===== src/rtl/reg_file_8x16.sv =====
// reg_file_8x16: 8-entry register file with two combinational read ports, one write port,
// per-register "written since reset" tracking and a registered write/read hazard flag.
// Optional `RF_BYPASS_EN` forwards writeData onto a read port that selects the register being written.
module reg_file_8x16 #(
    parameter int unsigned           WIDTH     = 16,
    parameter logic [WIDTH-1:0]      RESET_VAL = '0
) (
    input  logic             clk,
    input  logic             rst,
    input  logic [2:0]       read1RegSel,
    input  logic [2:0]       read2RegSel,
    input  logic [2:0]       writeRegSel,
    input  logic [WIDTH-1:0] writeData,
    input  logic             write,
    output logic [WIDTH-1:0] read1Data,
    output logic [WIDTH-1:0] read2Data,
    output logic [7:0]       written,
    output logic             err
);

    logic [7:0]       wl;
    logic [WIDTH-1:0] regs_q [8];
    logic [WIDTH-1:0] regs_d [8];
    logic [7:0]       written_q;
    logic [7:0]       written_d;
    logic             err_q;
    logic             err_d;
    logic             read_hit;

    // One-hot word lines: exactly one bit set on a write cycle, none otherwise.
    always_comb begin
        wl = '0;
        for (int unsigned i = 0; i < 8; i++) begin
            wl[i] = write && (writeRegSel == 3'(i));
        end
    end

    always_comb begin
        for (int unsigned i = 0; i < 8; i++) begin
            regs_d[i] = wl[i] ? writeData : regs_q[i];
        end
    end

    assign read_hit = (read1RegSel == writeRegSel) || (read2RegSel == writeRegSel);

    // Hazard uses the pre-edge written state, so a first write to a register never flags.
    always_comb begin
        written_d = written_q | wl;
        err_d     = write && written_q[writeRegSel] && read_hit;
    end

    always_ff @(posedge clk or negedge rst) begin
        if (!rst) begin
            for (int unsigned i = 0; i < 8; i++) begin
                regs_q[i] <= RESET_VAL;
            end
            written_q <= '0;
            err_q     <= 1'b0;
        end else begin
            for (int unsigned i = 0; i < 8; i++) begin
                regs_q[i] <= regs_d[i];
            end
            written_q <= written_d;
            err_q     <= err_d;
        end
    end

`ifdef RF_BYPASS_EN
    // Forwarding is suppressed during reset so the ports still show RESET_VAL.
    always_comb begin
        read1Data = regs_q[read1RegSel];
        read2Data = regs_q[read2RegSel];
        if (rst && write && (read1RegSel == writeRegSel)) begin
            read1Data = writeData;
        end
        if (rst && write && (read2RegSel == writeRegSel)) begin
            read2Data = writeData;
        end
    end
`else
    always_comb begin
        read1Data = regs_q[read1RegSel];
        read2Data = regs_q[read2RegSel];
    end
`endif

    assign written = written_q;
    assign err     = err_q;

endmodule


===== config.mk =====
export PLATFORM = sky130hd
export DESIGN_NAME = reg_file_8x16
export DESIGN_NICKNAME = d
export VERILOG_FILES = /design/src/rtl/reg_file_8x16.sv
export SDC_FILE = /design/constraint.sdc
export NUM_CORES = 1
export LEC_CHECK = 0
export ABC_AREA = 1
export ABC_CLOCK_PERIOD_IN_PS = 900
export BUFFER_PORTS_ARGS = -buffer_cell sky130_fd_sc_hd__buf_2
export CORE_MARGIN = 4
export CORE_UTILIZATION = 35
export DETAILED_ROUTE_END_ITERATION = 7
export GPL_TIMING_DRIVEN = 0
export PLACE_DENSITY = 0.55
export SYNTH_ARGS = -nofsm -noshare
export SYNTH_HDL_FRONTEND = slang
export SYNTH_SLANG_ARGS = --single-unit

===== constraint.sdc =====
create_clock -name clk -period 0.9 [get_ports clk]
set_input_delay 0.09 -clock clk [delete_from_list [all_inputs] [get_ports clk]]
set_output_delay 0.09 -clock clk [all_outputs]
set_load 0.05 [all_outputs]

### Word-level counts from Yosys, hierarchy flattened

Cells that the tools add are included.

| word-level totals | value |
|---|---|
| register bits | 137 |
| bits in latches | 0 |
| RAM bits | 0 |
| memory bits (read-only) | 0 |
| bits of input ports | 28 |
| output and inout port bits | 41 |
| word-level logic and storage cells | 45 |
| memories | 0 |

| cells by class | value |
|---|---|
| add/sub/neg operators | 0 |
| $mul | 0 |
| divide/modulo/power cells | 0 |
| magnitude comparators | 3 |
| equal/unequal tests | 9 |
| shifts and indexed selects | 0 |
| mux-type cells | 8 |
| bitwise gates (word level) | 3 |
| reduce and logical (&&, ||, !) cells | 12 |

Operators by type and width:

| operator | count |
|---|---|
| $bmux 16 s3 | 2 |
| $mux 16 | 4 |
| $eq 3x3->1 const B | 4 |
| $logic_and 1x1->1 | 10 |
| $ge 4x4->1 const B | 2 |
| $not 3->4 | 2 |
| $or 8x8->8 | 1 |
| $eq 3x2->1 const B | 2 |
| $eq 3x3->1 | 2 |
| $lt 3x4->1 const B | 1 |
| $bmux 1 s3 | 1 |
| $eq 3x1->1 const B | 1 |
| $logic_not 3->1 | 1 |
| $logic_or 1x1->1 | 1 |
| $mux 1 | 1 |

### Logic depth before layout (Yosys ltp)

Gate-level depths: netlist (run 1).

| logic depth | value |
|---|---|
| word-level depth | 4 |
| gate-level depth with buffers | 10 |
| depth with buffers taken out | 9 |

### Worst setup path before layout (run 1)

No wires, ideal clock.

| path | value |
|---|---|
| path kind | input-to-output |
| start | input read2RegSel[1] |
| end | output read2Data[0] |
| arrival | 1.128 ns |
| setup slack | -0.318 ns |
| stages on the path | 5 |
| cell sequence | buf_2 -> clkbuf_1 -> o211ai_1 -> nand2_1 -> o21a_1 |

| between the ends | value |
|---|---|
| longest elaborated chain between the ends | 4 |

Ends and longest elaborated chain:

| what | RTL line | text |
|---|---|---|
| from (decl) | 11 | `input logic [2:0] read2RegSel,` |
| $not 3->4 (implied by the code) | 83 | `read2Data = regs_q[read2RegSel];` |
| $bmux 16 s3 | 83 |  |
| $mux 16 (implied by the code) (2 in series) | 83 |  |
| to (decl) | 16 | `output logic [WIDTH-1:0] read2Data,` |

Every way passes these cells. The select of a mux whose other input is x is not followed.

### Final worst setup path (run 1)

| path | value |
|---|---|
| start | register regs_q[17] (netlist bit) |
| end | output read2Data[1] |

| between the ends | value |
|---|---|
| longest elaborated chain between the ends | 3 |

Ends and longest elaborated chain:

| what | RTL line | text |
|---|---|---|
| from (decl) | 22 | `logic [WIDTH-1:0] regs_q [8];` |
| from (signal, indexed assignment) | 61 | `regs_q[i] <= regs_d[i];` |
| $bmux 16 s3 | 83 |  |
| $mux 16 (implied by the code) (2 in series) | 83 |  |

Every way passes these cells. The select of a mux whose other input is x is not followed.

==> impl_metrics.csv, run 1 <==
group,metric,value,unit
logic_synthesis,synth_edf_count,0,
clock_tree,hold_buffers,17,
setup_path,required,0.81,ns
global_route,grt_first_pass_wirelength,41.7,mm
clock_tree,clk_pin_slew,0.06,ns
setup_path,worst_path_max_delay_cell,"dfrtp_1",
finish,nFillCells,2049,
setup_path,endpoint_kind,"primary output",
routing,vias,7031,
logic_synthesis,yosys.area.top_type,"dfrtp_1",
clock_tree,clockBufferDepth,2,
floorplan,ios,69,
floorplan,start_util,35.6,%
floorplan,coreArea,0.0210,mm²
timing,setup_viol,42,
clock_tree,cts_tree,"yes",
timing,finalSetupTns,-23.82,ns
timing,maxSlewHeadroom,53.6,%
setup_path,crit_fanout,3,
finish,regArea,0.00344,mm²
placed_design,dp.final_hpwl,20.1,mm
clock_tree,cts.htree.levels,4,
clock_tree,clk_latency,0.42,ns
setup_path,worstPathArrival,1.53,ns
setup_path,critPathKind,"flop to primary output",
timing,post-route-min-period,1.62,ns
floorplan,die-area,0.0238,mm²
setup_path,cp-start-kind,"flop",
placed_design,placed_cell_area,0.00855,mm²
logic_synthesis,synth_cell_types,24,
timing,whs,-0.327,ns
clock_tree,cts_buffers,17,
min_path,hold_class,"input port to asynchronous set/reset pin",
global_route,overflow,0,
routing,wl_per_cell,19.3,µm
routing,drc,0,
outcome,status,"finished with violations",
pwr,power_density,2150,mW/mm²
logic_synthesis,synth.yosys.seq_area_share,45.9,%
routing,viasPerCell,5.13,
finish,drive_gt1_share,26.4,%
finish,layout.nets,1110,
logic_synthesis,synthFlopType,"dfrtp_1",
logic_synthesis,yosys.cell_count.top_type,"nand2_1",
logic_synthesis,ys_warn_count,0,
global_route,first_global_vias,6976,
setup_path,cp-startpoint,"regs_q[17]$_DFFE_PN0P_",
clock_tree,root_buffer,"clkbuf_16",
logic_synthesis,synthesis.area,0.00748,mm²
timing,rsz0062_at_grt,"yes",
pwr,ir_drop,1030,µV
floorplan,fp.dieW,154,µm
logic_synthesis,syn_inst,975,
floorplan,rows,53,
setup_path,worst-path-buf-inv,1,
timing,hold_viol_final,68,
logic_synthesis,synth_area_leaders,"dfrtp_1 46%, nand2_1 13%, o21ai_0 11%",
pwr,p_leak,4.51,nW
setup_path,cp_slowest_stage_delay,0.41,ns
placed_design,port-buffer-count,62,
timing,finalWorstSetupSlack,-0.719,ns
routing,drtIter0Drc,631,
global_route,antenna_found_initial,0,
finish,diodes,0,
global_route,grt_usage,22.3,%
flow_run,drv_cap,0,
timing,worst_pin_slew,0.696,ns
setup_path,path_cells,"o211ai_1 > nand2_1 > o21a_4 > buf_6",
logic_synthesis,synth_common_cells,"265 x nand2_1, 168 x o21ai_0, 137 x dfrtp_1, 94 x inv_1",
placed_design,gp_congestion,0.874,
global_route,grt_max_degree,70,
routing,wirelength,26.4,mm
outcome,violations,"hold timing, setup timing",
timing,fin_crit_sh,180,%
finish,syn2layout_area_growth,31.1,%
logic_synthesis,async_flop_share,100,%
logic_synthesis,yosysTopAreaCellShare,45.9,%
logic_synthesis,synth_nets,1003,
routing,drtAntennaViolNets,0,
timing,drv_slew,0,
setup_path,rrSetupSlack,-0.17,ns
logic_synthesis,synth_area_per_cell,7.67,µm²
setup_path,reg2regPathDepth,9,
finish,multiInputGateArea,0.00358,mm²
timing,fmax,0.618,GHz
routing,firstDrtPassIters,5,
finish,design_area,0.00981,mm²
clock_tree,clkSinkCount,137,
floorplan,die_height,154,µm
timing,clock_skew,0.00425,ns
logic_synthesis,ys_ff_latch,137,
setup_path,r2r_start,"written[6]$_DFF_PN0_",
setup_path,reg2reg_to,"err$_DFF_PN0_",
setup_path,critPathTopFamily,"compound AO/OA/AOI/OAI gates",
[power breakdown]
group | internal (W) | switching, W
Clock | 0.00459 | 0.00278
Sequential | 0.00726 | 0.000794
Combinational | 0.00218 | 0.00347
Total | 0.0140 | 0.00705
[final cells by class]
type	instances	area share, %
clock buffers	22	4.84
inverters	97	3.98
plain buffers	74	5.33
flip-flops and latches	137	35.1
well taps	275	3.51
repair buffers	88	9.28
multi-input cells	667	36.6
clock inverters	10	1.44
[registers in the layout, summed over array words and instances (netlist names)]
register and flops:
regs_q 128, written 8, err 1
[cell families after synthesis]
| group | Yosys count | synth area share (%) |
|---|---|---|
| buffers and inverters | 171 | 10.1 |
| AOI/OAI and AO/OA | 352 | 26.8 |
| DFF | 137 | 45.9 |
| and+or+nand+nor | 312 | 16.9 |
| xor gates and xnor gates | 3 | 0.351 |
[how the worst max path moves through the flow]
stage / cells past startpoint / to
after floorplan: 8 / err$_DFF_PN0_
after global placement: 1 / written[1]$_DFF_PN0_
after detailed placement: 6 / read2Data[3]
after CTS: 4 / read2Data[1]
after global routing: 6 / read2Data[5]
final: 4 / read2Data[1]
[cell usage in the layout, fill, tap and decap left out, types with 2 or more instances in the layout]
cell type	count
a21oi_1	55
a21oi_2	9
buf_1	3
buf_2	45
buf_4	18
buf_6	46
buf_8	18
bufinv_16	3
clkbuf_1	9
clkbuf_16	17
clkbuf_2	4
clkbuf_4	2
clkbuf_8	4
clkinv_2	2
clkinv_4	2
clkinvlp_4	9
dfrtp_1	129
dfrtp_2	8
dlygate4sd3_1	17
inv_1	38
inv_2	52
nand2_1	261
nand2_2	8
nand3_1	34
nor2_2	2
nor2_4	2
o211ai_1	64
o21a_4	32
o21ai_0	122
o21ai_1	70
xnor2_1	3
[what timing repair did]
item / CTS / global route
setup buffers: 6 / 2
pin swaps: 33 / 29
resized for setup: 136 / 67
endpoints found under the hold margin: 85 / 68
setup endpoints to repair: 42 / 61
[stage by stage]
| stage | worst slack (ns) | cells | hold WS, ns | utilization [%] | power (W) |
|---|---|---|---|---|---|
| 4_1_cts | -0.701 | 1368 | -0.286 | 46.0 | 0.0209 |
| 3_5_place_dp | -0.630 | 1313 | 0.154 | 40.7 | 0.0130 |
| 2_1_floorplan | -0.0885 | 975 | -0.206 | - | 0.0115 |
| 5_1_grt | -0.776 | 1370 | -0.279 | 46.6 | 0.0221 |
| 6_report | -0.719 | 1370 | -0.327 | 46.6 | 0.0211 |
| 3_3_place_gp | -2.57 | 1312 | 0.314 | 40.5 | 0.0129 |
[per-layer routing]
metal	routed length (µm)	global-route usage, %	part of all wire (%)	vias to the layer above
li1	-	-	-	3470
met1	12300	31.2	47	3345
met2	12500	36.4	47	189
met3	1220	2.96	4.6	27
met4	435	6.39	1.6	0
met5	0	0	0	-
Power figures use the tool's default switching activity.
==> run 2: changes to the inputs <==
--- a/config.mk
+++ b/config.mk
@@ -8,11 +8,13 @@
 export ABC_AREA = 1
 export ABC_CLOCK_PERIOD_IN_PS = 900
 export BUFFER_PORTS_ARGS = -buffer_cell sky130_fd_sc_hd__buf_2
+export CELL_PAD_IN_SITES_DETAIL_PLACEMENT = 0
+export CELL_PAD_IN_SITES_GLOBAL_PLACEMENT = 1
 export CORE_MARGIN = 4
 export CORE_UTILIZATION = 35
 export DETAILED_ROUTE_END_ITERATION = 7
 export GPL_TIMING_DRIVEN = 0
-export PLACE_DENSITY = 0.55
+export PLACE_DENSITY = 0.69
 export SYNTH_ARGS = -nofsm -noshare
 export SYNTH_HDL_FRONTEND = slang
 export SYNTH_SLANG_ARGS = --single-unit
==> run 2 against run 1 <==
Against the previous run: the flow still finishes with violations (hold timing, setup timing); global-route usage grew 1.8 points; non-clock buffer count is 9 higher; sequential cell count stayed put; routed wire length increased by 7.9%; utilization up 0.80 points; register-to-register slack gained 0.02 ns.
==> impl_metrics.csv, run 2 (synthesis gave the netlist of run 1 again) <==
group,metric,value,unit
setup_path,worst_path_max_delay_cell,"dfrtp_1",
timing,whs,-0.357,ns
timing,drv_slew,0,
min_path,hold_class,"input port to asynchronous set/reset pin",
pwr,power_density,2230,mW/mm²
timing,rsz0062_at_grt,"yes",
outcome,violations,"hold timing, setup timing",
finish,post-route-util,47.4,%
pwr,p_leak,4.60,nW
timing,hold_viol_final,65,
setup_path,cp-start-kind,"flop",
routing,drtAntennaViolNets,0,
placed_design,port-buffer-count,62,
timing,maxSlewHeadroom,48.1,%
setup_path,cp_slowest_stage_delay,0.40,ns
finish,regArea,0.00344,mm²
timing,worst_pin_slew,0.778,ns
finish,diodes,0,
floorplan,ios,69,
finish,layout.nets,1119,
outcome,status,"finished with violations",
routing,firstDrtPassIters,5,
floorplan,start_util,35.6,%
timing,finalWorstSetupSlack,-0.750,ns
finish,syn2layout_area_growth,33.4,%
global_route,grt_first_pass_wirelength,44.0,mm
finish,nFillCells,2092,
setup_path,endpoint_kind,"primary output",
timing,setup_viol,42,
pwr,swShare,32.5,%
pwr,ir_drop,1070,µV
setup_path,required,0.81,ns
placed_design,dp.final_hpwl,20.9,mm
finish,top_register,"regs_q",
finish,layout_commonest_cell,"nand2_1",
routing,wl_per_cell,20.7,µm
pwr,p_switching,0.00724,W
routing,vias,7220,
floorplan,coreArea,0.0210,mm²
clock_tree,clk_pin_slew,0.06,ns
pwr,clockPowerShare,37.8,%
routing,drc,0,
clock_tree,cts.htree.levels,4,
flow_run,drv_cap,0,
floorplan,die_height,154,µm
floorplan,fp.dieW,154,µm
routing,wirelength,28.5,mm
clock_tree,hold_buffers,17,
global_route,grt_usage,24.2,%
clock_tree,clk_latency,0.43,ns
placed_design,dp_slack,-0.654,ns
finish,multiInputGateArea,0.00360,mm²
pwr,pwr-share-seq,36.1,%
timing,fin_crit_sh,183,%
setup_path,critPathKind,"flop to primary output",
clock_tree,root_buffer,"clkbuf_16",
pwr,p_int,0.0150,W
finish,drive_gt1_share,27.9,%
setup_path,crit_fanout,2,
pwr,combPwrFrac,26.1,%
timing,finalSetupTns,-24.28,ns
global_route,antenna_found_initial,0,
global_route,grt_max_degree,73,
floorplan,rows,53,
timing,clock_skew,0.00441,ns
floorplan,die-area,0.0238,mm²
clock_tree,clockBufferDepth,2,
global_route,first_global_vias,7069,
setup_path,path_cells,"inv_2 > a21oi_1 > o21ai_1 > nand2_1 > o21a_4 > buf_6",
clock_tree,cts_tree,"yes",
clock_tree,cts_buffers,17,
setup_path,worstPathArrival,1.56,ns
global_route,overflow,0,
timing,post-route-min-period,1.65,ns
routing,viasPerCell,5.24,
routing,drtIter0Drc,732,
finish,final_cell_mix,"254 x nand2_1, 129 x dfrtp_1, 127 x o21ai_0",
timing,fmax,0.606,GHz
clock_tree,clkSinkCount,137,
placed_design,gp_congestion,0.889,
finish,largest_reg_flops,128,
## run 2: metrics by stage
stage	std cells	cell area, µm²	power (W)
after floorplan	975	7860	0.0115
after global placement	1312	8520	0.0130
after detailed placement	1313	8550	0.0131
after CTS	1370	9770	0.0220
after global routing	1378	9970	0.0233
final	1378	9970	0.0223
## run 2: final timing paths
path	startpoint	slack [ns]	end	cells after the start
hold reg to reg	regs_q[110]$_DFFE_PN0P_	0.49	regs_q[110]$_DFFE_PN0P_	2
hold / removal	rst	-0.36	regs_q[24]$_DFFE_PN0P_	1
max in group asynchronous	rst	0.43	written[0]$_DFF_PN0_	2
min in group clk	writeRegSel[2]	0.06	err$_DFF_PN0_	5
setup reg to reg	written[6]$_DFF_PN0_	-0.15	err$_DFF_PN0_	9
setup / recovery	regs_q[46]$_DFFE_PN0P_	-0.75	read1Data[14]	6
## run 2: repair_timing
action | 4_1_cts | 5_1_grt
pin swaps | 24 | 35
resized for setup | 125 | 83
endpoints found under the setup margin | 42 | 73
buffers inserted | 9 | 8
endpoints found under the hold margin | 82 | 65
## run 2: layout make-up
type	count	share of cell area [%]
buffer	74	5.27
clock buffer	17	4.27
clock inverter	14	2.68
inverter	97	3.95
multi-input combinational	667	36.1
sequential	137	34.5
tap	275	3.45
timing repair buffer	97	9.76
## run 2: routing by layer
layer / vias to the layer above / routed length, µm / GRT usage, %
li1: 3485 / - / -
met4: 0 / 628 / 7.40
met2: 211 / 13000 / 37.3
met3: 39 / 1620 / 3.60
met1: 3485 / 13200 / 35.0
met5: - / 0 / 0
## run 2: critical path, delay by kind of cell, from the launching register on
kind / cells / cell delay, ns
flops: 1 / 0.40
compound gates: 3 / 0.40
buf+inv: 2 / 0.24
simple gates: 1 / 0.10
## run 2: power groups by stage
stage | Combinational [W] | Sequential, W | Clock (W)
6_report | 0.00581 | 0.00803 | 0.00841
5_1_grt | 0.00634 | 0.00817 | 0.00879
4_1_cts | 0.00555 | 0.00797 | 0.00848
3_5_place_dp | 0.00505 | 0.00802 | 0
3_3_place_gp | 0.00500 | 0.00799 | 0
2_1_floorplan | 0.00367 | 0.00786 | 0
